===== src/rtl/sum_display_scan_if.sv =====
// Pin bundle between the adder-result source and the 4-digit multiplexed display scanner.
interface sum_display_scan_if;
  logic [3:0] s_n;
  logic       cout_n;
  logic       load;
  logic [6:0] seg_n;
  logic [3:0] an_n;
  logic       dp_n;
  logic       busy;

  modport master (
    output s_n, cout_n, load,
    input  seg_n, an_n, dp_n, busy
  );

  modport slave (
    input  s_n, cout_n, load,
    output seg_n, an_n, dp_n, busy
  );
endinterface


===== src/rtl/sum_display_scan.sv =====
// Captures a 5-bit adder result and scans it onto a 4-digit active-low 7-seg display; capture shows 2 clk after load, no backpressure.
// Decimal by default; defining SUM_DISPLAY_HEX_EN shows result[3:0] as hex on digit0 and result[4] on digit1.
module sum_display_scan #(
  parameter int unsigned REFRESH_DIV = 100000
) (
  input logic               clk,
  input logic               rst,
  sum_display_scan_if.slave bus
);

  localparam int CW = (REFRESH_DIV > 1) ? $clog2(REFRESH_DIV) : 1;
  localparam logic [6:0] BLANK = 7'b1111111;

  if (REFRESH_DIV < 2 || REFRESH_DIV > (1 << 20)) begin : g_bad_div
    $error("REFRESH_DIV out of range 2..2^20");
  end

  logic [4:0]    r_result;
  logic [CW-1:0] r_cnt;
  logic [1:0]    r_sel;
  logic [3:0]    r_an;
  logic [6:0]    r_seg;
  logic          r_busy;

  logic          w_wrap;
  logic [3:0]    w_lo;
  logic [3:0]    w_hi;
  logic          w_hi_blank;
  logic [3:0]    w_an_nxt;
  logic [6:0]    w_seg_nxt;

  function automatic logic [6:0] f_glyph(input logic [3:0] v);
    logic [6:0] g;
    case (v)
      4'h0: g = 7'b1000000;
      4'h1: g = 7'b1111001;
      4'h2: g = 7'b0100100;
      4'h3: g = 7'b0110000;
      4'h4: g = 7'b0011001;
      4'h5: g = 7'b0010010;
      4'h6: g = 7'b0000010;
      4'h7: g = 7'b1111000;
      4'h8: g = 7'b0000000;
      4'h9: g = 7'b0010000;
      4'hA: g = 7'b0001000;
      4'hB: g = 7'b0000011;
      4'hC: g = 7'b1000110;
      4'hD: g = 7'b0100001;
      4'hE: g = 7'b0000110;
      default: g = 7'b0001110;
    endcase
    return g;
  endfunction

  assign w_wrap = (r_cnt == CW'(REFRESH_DIV - 1));

`ifdef SUM_DISPLAY_HEX_EN
  always_comb begin
    w_lo       = r_result[3:0];
    w_hi       = {3'b000, r_result[4]};
    w_hi_blank = ~r_result[4];
  end
`else
  // Result never exceeds 31, so tens fits a 4-way compare instead of a divider.
  always_comb begin
    w_lo       = 4'd0;
    w_hi       = 4'd0;
    w_hi_blank = 1'b0;
    if (r_result >= 5'd30) begin
      w_hi = 4'd3;
      w_lo = 4'(r_result - 5'd30);
    end else if (r_result >= 5'd20) begin
      w_hi = 4'd2;
      w_lo = 4'(r_result - 5'd20);
    end else if (r_result >= 5'd10) begin
      w_hi = 4'd1;
      w_lo = 4'(r_result - 5'd10);
    end else begin
      w_hi       = 4'd0;
      w_lo       = r_result[3:0];
      w_hi_blank = 1'b1;
    end
  end
`endif

  // Anode and segments come from one select value so they always change together.
  always_comb begin
    w_an_nxt  = 4'b1110;
    w_seg_nxt = BLANK;
    case (r_sel)
      2'd0: begin
        w_an_nxt  = 4'b1110;
        w_seg_nxt = f_glyph(w_lo);
      end
      2'd1: begin
        w_an_nxt  = 4'b1101;
        w_seg_nxt = w_hi_blank ? BLANK : f_glyph(w_hi);
      end
      2'd2: begin
        w_an_nxt  = 4'b1011;
        w_seg_nxt = BLANK;
      end
      default: begin
        w_an_nxt  = 4'b0111;
        w_seg_nxt = BLANK;
      end
    endcase
  end

  always_ff @(posedge clk or posedge rst) begin
    if (rst) begin
      r_result <= 5'd0;
      r_busy   <= 1'b0;
    end else begin
      if (bus.load) begin
        r_result <= {~bus.cout_n, ~bus.s_n};
      end
      r_busy <= bus.load;
    end
  end

  always_ff @(posedge clk or posedge rst) begin
    if (rst) begin
      r_cnt <= '0;
      r_sel <= 2'd0;
    end else if (w_wrap) begin
      r_cnt <= '0;
      r_sel <= r_sel + 2'd1;
    end else begin
      r_cnt <= r_cnt + CW'(1);
    end
  end

  always_ff @(posedge clk or posedge rst) begin
    if (rst) begin
      r_an  <= 4'b1110;
      r_seg <= 7'b1000000;
    end else begin
      r_an  <= w_an_nxt;
      r_seg <= w_seg_nxt;
    end
  end

  assign bus.an_n  = r_an;
  assign bus.seg_n = r_seg;
  assign bus.busy  = r_busy;
  assign bus.dp_n  = 1'b1;

endmodule


===== src/flat_wrapper.sv =====
// flat-port wrapper written by rule: the top's interface ports become plain ports
module sum_display_scan_flat 
#(
  parameter int unsigned REFRESH_DIV = 100000
)
  (clk, rst, bus_s_n, bus_cout_n, bus_load, bus_seg_n, bus_an_n, bus_dp_n, bus_busy);
  sum_display_scan_if bus_i ();
  input logic clk;
  input logic rst;
  input wire logic [$bits(bus_i.s_n)-1:0] bus_s_n;
  input wire logic [$bits(bus_i.cout_n)-1:0] bus_cout_n;
  input wire logic [$bits(bus_i.load)-1:0] bus_load;
  output wire logic [$bits(bus_i.seg_n)-1:0] bus_seg_n;
  output wire logic [$bits(bus_i.an_n)-1:0] bus_an_n;
  output wire logic [$bits(bus_i.dp_n)-1:0] bus_dp_n;
  output wire logic [$bits(bus_i.busy)-1:0] bus_busy;
  assign bus_i.s_n = bus_s_n;
  assign bus_i.cout_n = bus_cout_n;
  assign bus_i.load = bus_load;
  assign bus_seg_n = bus_i.seg_n;
  assign bus_an_n = bus_i.an_n;
  assign bus_dp_n = bus_i.dp_n;
  assign bus_busy = bus_i.busy;
  sum_display_scan #(.REFRESH_DIV(REFRESH_DIV)) u_core (.clk(clk), .rst(rst), .bus(bus_i));
endmodule

===== config.mk =====
export PLATFORM = sky130hd
export DESIGN_NAME = sum_display_scan_flat
export DESIGN_NICKNAME = d
export VERILOG_FILES = /design/src/rtl/sum_display_scan_if.sv /design/src/rtl/sum_display_scan.sv /design/src/flat_wrapper.sv
export SDC_FILE = /design/constraint.sdc
export NUM_CORES = 1
export LEC_CHECK = 0
export CAP_MARGIN = 20
export CORE_AREA = 2 2 88 65
export CTS_BUF_LIST = sky130_fd_sc_hd__clkbuf_4
export DETAILED_ROUTE_END_ITERATION = 8
export DIE_AREA = 0 0 90 67
export DONT_BUFFER_PORTS = 1
export MAX_ROUTING_LAYER = met4
export PLACE_DENSITY = 0.64
export SYNTH_ARGS = -nofsm -noshare
export SYNTH_HDL_FRONTEND = slang
export SYNTH_SLANG_ARGS = --single-unit

===== constraint.sdc =====
create_clock -name clk -period 4.77 [get_ports clk]
set_input_delay 0.477 -clock clk [delete_from_list [all_inputs] [get_ports clk]]
set_output_delay 0.477 -clock clk [all_outputs]
set_load 0.005 [all_outputs]

# --- Word-level counts from Yosys, hierarchy flattened ---
# Memory sizes are Yosys's and may differ from the RTL's.
# Cells that the tools add are included.
word_totals:
  mem_count: 2
  out_inout_bits: 13
  elab_cells: 35
  register_bits: 36
  romBits: 224
  inputBits: 8
mem_list:
  columns: ["memory", "words", "width", "rd", "rd_clocked_by_memory_dff", "wr", "line_no", "source"]
  rows:
  - ["(name not given)", 16, 7, 1, 0, 0, "sum_display_scan.sv:34", "case (v)"]
  - ["(name not given)", 16, 7, 1, 0, 0, "sum_display_scan.sv:34", null]
op_classes:
  bitwise: 2
  n_lt_le_gt_ge: 3
  n_eq_ne: 3
  mux: 13
  reduce_logical: 1
  n_addsub: 5
op_table:
  columns: ["operator", "count"]
  rows:
  - ["$mux W4", 5]
  - ["$add A17 B1 Y17 const B", 1]
  - ["$eq A17 B17 Y1 const B", 1]
  - ["$mux W17", 1]
  - ["$pmux W7 S2", 1]
  - ["$pmux W4 S3", 1]
  - ["$ge A5 B5 Y1 const B", 2]
  - ["$sub A4 B4 Y4 const B", 2]
  - ["$mux W7", 1]
  - ["$ge A5 B4 Y1 const B", 1]
  - ["$mux W1", 4]
  - ["$not A4 Y4", 1]
  - ["$sub A4 B3 Y4 const B", 1]
  - ["$add A2 B1 Y2 const B", 1]
  - ["$eq A2 B1 Y1 const B", 1]
  - ["$eq A2 B2 Y1 const B", 1]
  - ["$logic_not A2 Y1", 1]
  - ["$not A1 Y1", 1]

# --- Logic depth before layout (Yosys ltp) ---
# An unclocked memory read counts as a cell.
depth:
  ltp_word: 7
  ltp_mapped: 11
  ltp_nobuf: 11

# --- Worst setup path before layout ---
# No wires, ideal clock.
synth_timing:
  path_kind: "register -> register"
  start: "register u_core.r_result[2]"
  end: "register u_core.r_seg[2], in the netlist u_core.bus.seg_n[2]"
  stages_incl_launch_ff: 11
  path_buffers: 0
  required_time_ns: 4.650
  synth_period_minus_slack_ns: 2.360
  setup_slack_ns: 2.410
  setup_time_ns: 0.120
  arrival_time_ns: 2.240
  cell_sequence: "dfrtp_1 inv_1 ha_1 and3b_1 nor3_1 o21ai_1 xnor2_2 inv_2 ha_1 a311o_1 a31o_1"
synth_via:
  elab_chain_len: 7
  elab_cells_between_ends: 19
  classes_between: "add/sub: 3; order compare: 3; mux: 11; memory: 2"
synth_lines:
  columns: ["item", "line_no", "source"]
  rows:
  - ["start, declared", "sum_display_scan.sv:18", "logic [4:0] r_result;"]
  - ["start signal, assigned", "sum_display_scan.sv:116", "r_result <= {~bus.cout_n, ~bus.s_n};"]
  - ["$ge A5 B4 Y1", "sum_display_scan.sv:75", "end else if (r_result >= 5'd10) begin"]
  - ["$mux W1", "sum_display_scan.sv:75", null]
  - ["$mux W4", "sum_display_scan.sv:72", "end else if (r_result >= 5'd20) begin"]
  - ["$mux W4", "sum_display_scan.sv:69", "if (r_result >= 5'd30) begin"]
  - ["$mem_v2 Z16 W7", null, null]
  - ["$mux W7", "sum_display_scan.sv:97", "w_seg_nxt = w_hi_blank ? BLANK : f_glyph(w_hi);"]
  - ["$pmux W7 S2 (*)", "sum_display_scan.sv:90", "case (r_sel)"]
  - ["via u_core.w_seg_nxt[2]", "sum_display_scan.sv:30", "logic [6:0] w_seg_nxt;"]
  - ["end signal, assigned", "sum_display_scan.sv:140", "r_seg <= w_seg_nxt;"]
  - ["end, declared", "sum_display_scan.sv:22", "logic [6:0] r_seg;"]
# The timed path passes the listed nets; every way through them passes the cells marked *.
# A chain may end at the register's enable or synchronous reset.

# --- Worst setup path in the final report ---
layout_timing:
  start: "register u_core.r_result[2]"
  end: "register u_core.r_seg[1], in the netlist u_core.bus.seg_n[1]"
# The elaborated chain is that of the path after synthesis.

==> results <==
- The slew at the pin with the worst max-slew slack is ~920 ps.
- The endpoint arrival time on the critical path is roughly 2900 ps.
- The core area is between 5000 and 6000 um2.
- The row count is 22.
- TritonCTS built the clock tree.
- The die height is 67 um.
- Cells with a size suffix above 1 make up 11.8% of the layout.
- Max-cap violations in this run came to 0.
- The number of synthesized flops with an enable pin is 0.
- The number of antenna violations at the first check in global routing is 0.
- The maximum clock path buffer count is 2.
- The multiplexer fraction of the synthesized cell area is roughly 1%.
- After the flow finishes, the layout carries non-filler instances totaling between 200 and 300.
- Dividing the detail-routed via count by the number of cells gives a little over 5.
- The portion of synthesized cell area occupied by the leading cell type is between 40 and 50%.
- The power per cell area is about 300 nW/um2.
- After the last flow step, the layout net total stands at ~230.
- The detail route stage leaves a number of antenna-violating nets equal to 0.
- The final RePlAce weighted congestion is 0.849.
- The detailed-router iteration count before antenna repair is 4.
- In the post-synthesis netlist, the biggest area contributors are dfrtp_1 (40%), ha_1 (8.8%), dfstp_2 (5.3%), xnor2_1 (4.4%), nor2_1 (3.8%).
- dfrtp_1 is the most common cell in the netlist.
- By startpoint and endpoint, the worst setup path is classified as reg -> reg.
- The later pin in the worst-skew pair is clocked with a latency of 320 ps.
- The worst setup path is launched from a flip-flop.
- After Yosys synthesis, full adders, half adders and majority gates account for 8.76% of the synthesized area.
- The repair_antennas step left the layout with diodes totalling 0.
- In this run, post-CTS repair resized a total of 0 instances.
- The first routing iteration left between 100 and 150 violations.
- The routed wirelength normalized by instance count is 12.8 um.
- The cell count after synthesis came out at around 200.
- CTS saw 36 sinks.
- Setup repair after global routing left no endpoint under its margin.
- The depth of the worst register-to-register path is 9.
- By area, the combinational part of the netlist is dominated by simple AND/OR/NAND/NOR gates.
- The period utilization is approximately 57%.
- The count of pins over their slew limit is 0.
- The worst pin sits at a relative slew slack of 37.8%.
- The xor/xnor share of the synthesized area is 7.38%.
- The Yosys step of the flow raised 0 warnings.
- Port buffering added 0 buffers.
- Entering global routing, the biggest net connects 37 pins.
- The CTS clock-pin slew for the worst setup and hold paths is 100 ps.
- On the final layout, the worst clock skew is ~13 ps.
- The synthesized netlist devotes 17.8% of its cell area to simple gates.
- The cell chosen for the clock root is clkbuf_4.
- The area after detailed placement is between 2000 and 2500 um2.
- Summing over every cut layer, the via total after detailed routing is 1390.
- The run finished with clean final reports.
- The peak supply drop is between 0.15 and 0.2 mV.
- The mean instance size in the synthesized netlist is between 9 and 10 um2.
- The post-synthesis net count is between 200 and 250.
- For this run, design rule violations remaining after detail routing come to 0.
- For this run, the register share of the synthesized area comes to 45.3%.
- After synthesis, the share of flip-flops with an asynchronous set or reset is 100%.
- The post-synthesis instance area is 2000 um2.
- The fill cell instance count of the final layout is between 500 and 600.
- Of all nets on the critical path, the largest fanout is 9.
- The hold violation count in the final report is 0.
- For the worst setup path, the data required time is 4940 ps.
- CTS built an H-tree with a depth of 2.
- The final sum of negative setup slack is 0 ps.
- The total overflow left after global routing is 0.
- In this run, CTS created clock tree buffers numbering 5.
- The first global-routing pass estimated roughly 6200 um of wire.
- The floorplan step defined a die boundary enclosing roughly 6000 um2.
- In this run the static leakage power is a little over 0.9 nW.
- The area occupied by multi-input gates is between 900 and 1000 um2.
- In this run the count of I/O pins placed on the die edge is 21.
- The worst path needs approximately 2700 ps of the cycle, external delays included.
- By count the netlist is led by dfrtp_1 (32), nor2_1 (20), nand2_1 (16).
- In the final layout, flip-flops and latches occupy about 910 um2.
- The path class of the lowest-slack min-delay path is in -> async.
- The overall fraction of global-route tracks in use is a little over an eighth.
- The number of buffers inserted by post-CTS setup repair is 0.
- Once the floorplan was initialized, standard cells occupied roughly 40% of the core.
- The HPWL after detailed placement is 2570 um.
- The synthesized design spends more area on one cell type than any other, namely dfrtp_1.
- The peak clock frequency supported by timing is 369 MHz.
- The via count of the first global-routing pass was between 1000 and 1500.
- The total of endpoints with negative setup slack in the final report is 0.
- The floorplan step set the die width to about 90 um.
- The count of cell types in the netlist is 50.
- The synthesized design contains 36 register bits.
- The complex-gate fraction of the synthesized area is 14.7%.
- From synthesis to final layout, the design area changed by 6.00%.
- The placed instance count is 268.
- For this run, the leading register cell type out of synthesis is dfrtp_1.
- For this block, the routed nets add up to 3540 um of wire.
- The worst setup path is captured at a flip-flop.
- The count of hold-fix buffers inserted at cts is 0.
- With fillers left out, the area of the finished cells amounts to around 2100 um2.
[critical path, stage by stage (launching register included)]
cell and delay (ps):
dfrtp_1 520, inv_1 110, ha_1 200, and3b_1 210
nor3_1 240, o21ai_1 130, xnor2_2 340, inv_2 120
ha_1 280, o311ai_0 410
[cell families (layout without fill, tap and decap cells)]
group	after synthesis	count (layout)
AND/OR/NAND/NOR	71	71
adder cells (fa/ha/maj)	14	14
multiplexers	2	2
AO/OA/AOI/OAI	39	39
buffers and inverters	23	25
flip-flops	36	36
XOR/XNOR	16	16
other	1	1
[report_power, final]
| part | internal (W) | switching, W |
|---|---|---|
| combinational | 0.0000530 | 0.0000769 |
| clock | 0.0000689 | 0.0000901 |
| sequential | 0.000332 | 0.0000205 |
| total | 0.000453 | 0.000187 |
[per-layer routing]
metal / vias up / global-route usage (%) / wire length [um]
met2: 52 / 16.7 / 1270
met5: - / - / 0
met4: 0 / 4.04 / 24
met3: 2 / 4.07 / 249
met1: 629 / 20.3 / 1990
li1: 707 / - / -
[final timing paths]
kind / from / end / slack, ps
max: u_core.r_result[2] / u_core.bus.seg_n[1] / 2060
min: rst / u_core.r_result[2] / 130
max reg2reg: u_core.r_result[2] / u_core.bus.seg_n[1] / 2060
min reg2reg: u_core.r_cnt[0] / u_core.r_cnt[0] / 490
max in group asynchronous: rst / u_core.bus.seg_n[6] / 4280
min in group clk: bus_load / u_core.bus.busy / 170
[placed cells by master, fill, tap and decap left out, types with 2 or more instances in the layout]
cell type / count
inv_1: 14
and2_1: 4
and4_1: 2
nor4_1: 2
clkbuf_4: 7
o311ai_0: 2
o31ai_2: 2
o21ai_1: 2
o21ai_0: 6
nand2_1: 16
mux2i_1: 2
o31a_1: 2
nor2_1: 20
dfrtp_1: 32
buf_4: 2
ha_1: 14
nor2b_1: 3
xnor2_1: 10
dfstp_2: 4
a21oi_1: 9
a311oi_1: 2
nand3_1: 12
nor3_1: 3
a41oi_1: 2
xor2_1: 5
[flip-flops by register name, indices dropped and copies added (netlist names)]
signal	count
u_core.r_cnt	17
u_core.bus.seg_n	7
u_core.r_result	5
u_core.bus.an_n	4
u_core.r_sel	2
u_core.bus.busy	1
[stage by stage]
stage / util [%] / total power [W] / worst slack [ps] / hold slack [ps]
after floorplan: - / 0.000461 / 2410 / 454
after global placement: 40.3 / 0.000486 / 2210 / 479
after detailed placement: 40.3 / 0.000486 / 2100 / 480
after CTS: 41.4 / 0.000649 / 2070 / 145
after global routing: 41.4 / 0.000683 / 1810 / 137
final: 41.4 / 0.000641 / 2060 / 131
[final cells by class]
class,count,area share (%)
Multi-Input combinational cell,143,47.0
Sequential cell,36,42.7
Inverter,15,2.65
Clock buffer,7,2.48
Timing Repair Buffer,2,0.708
Tap cell,72,4.25
Clock inverter,1,0.236
Note: power is estimated with default switching activity, not from simulation.
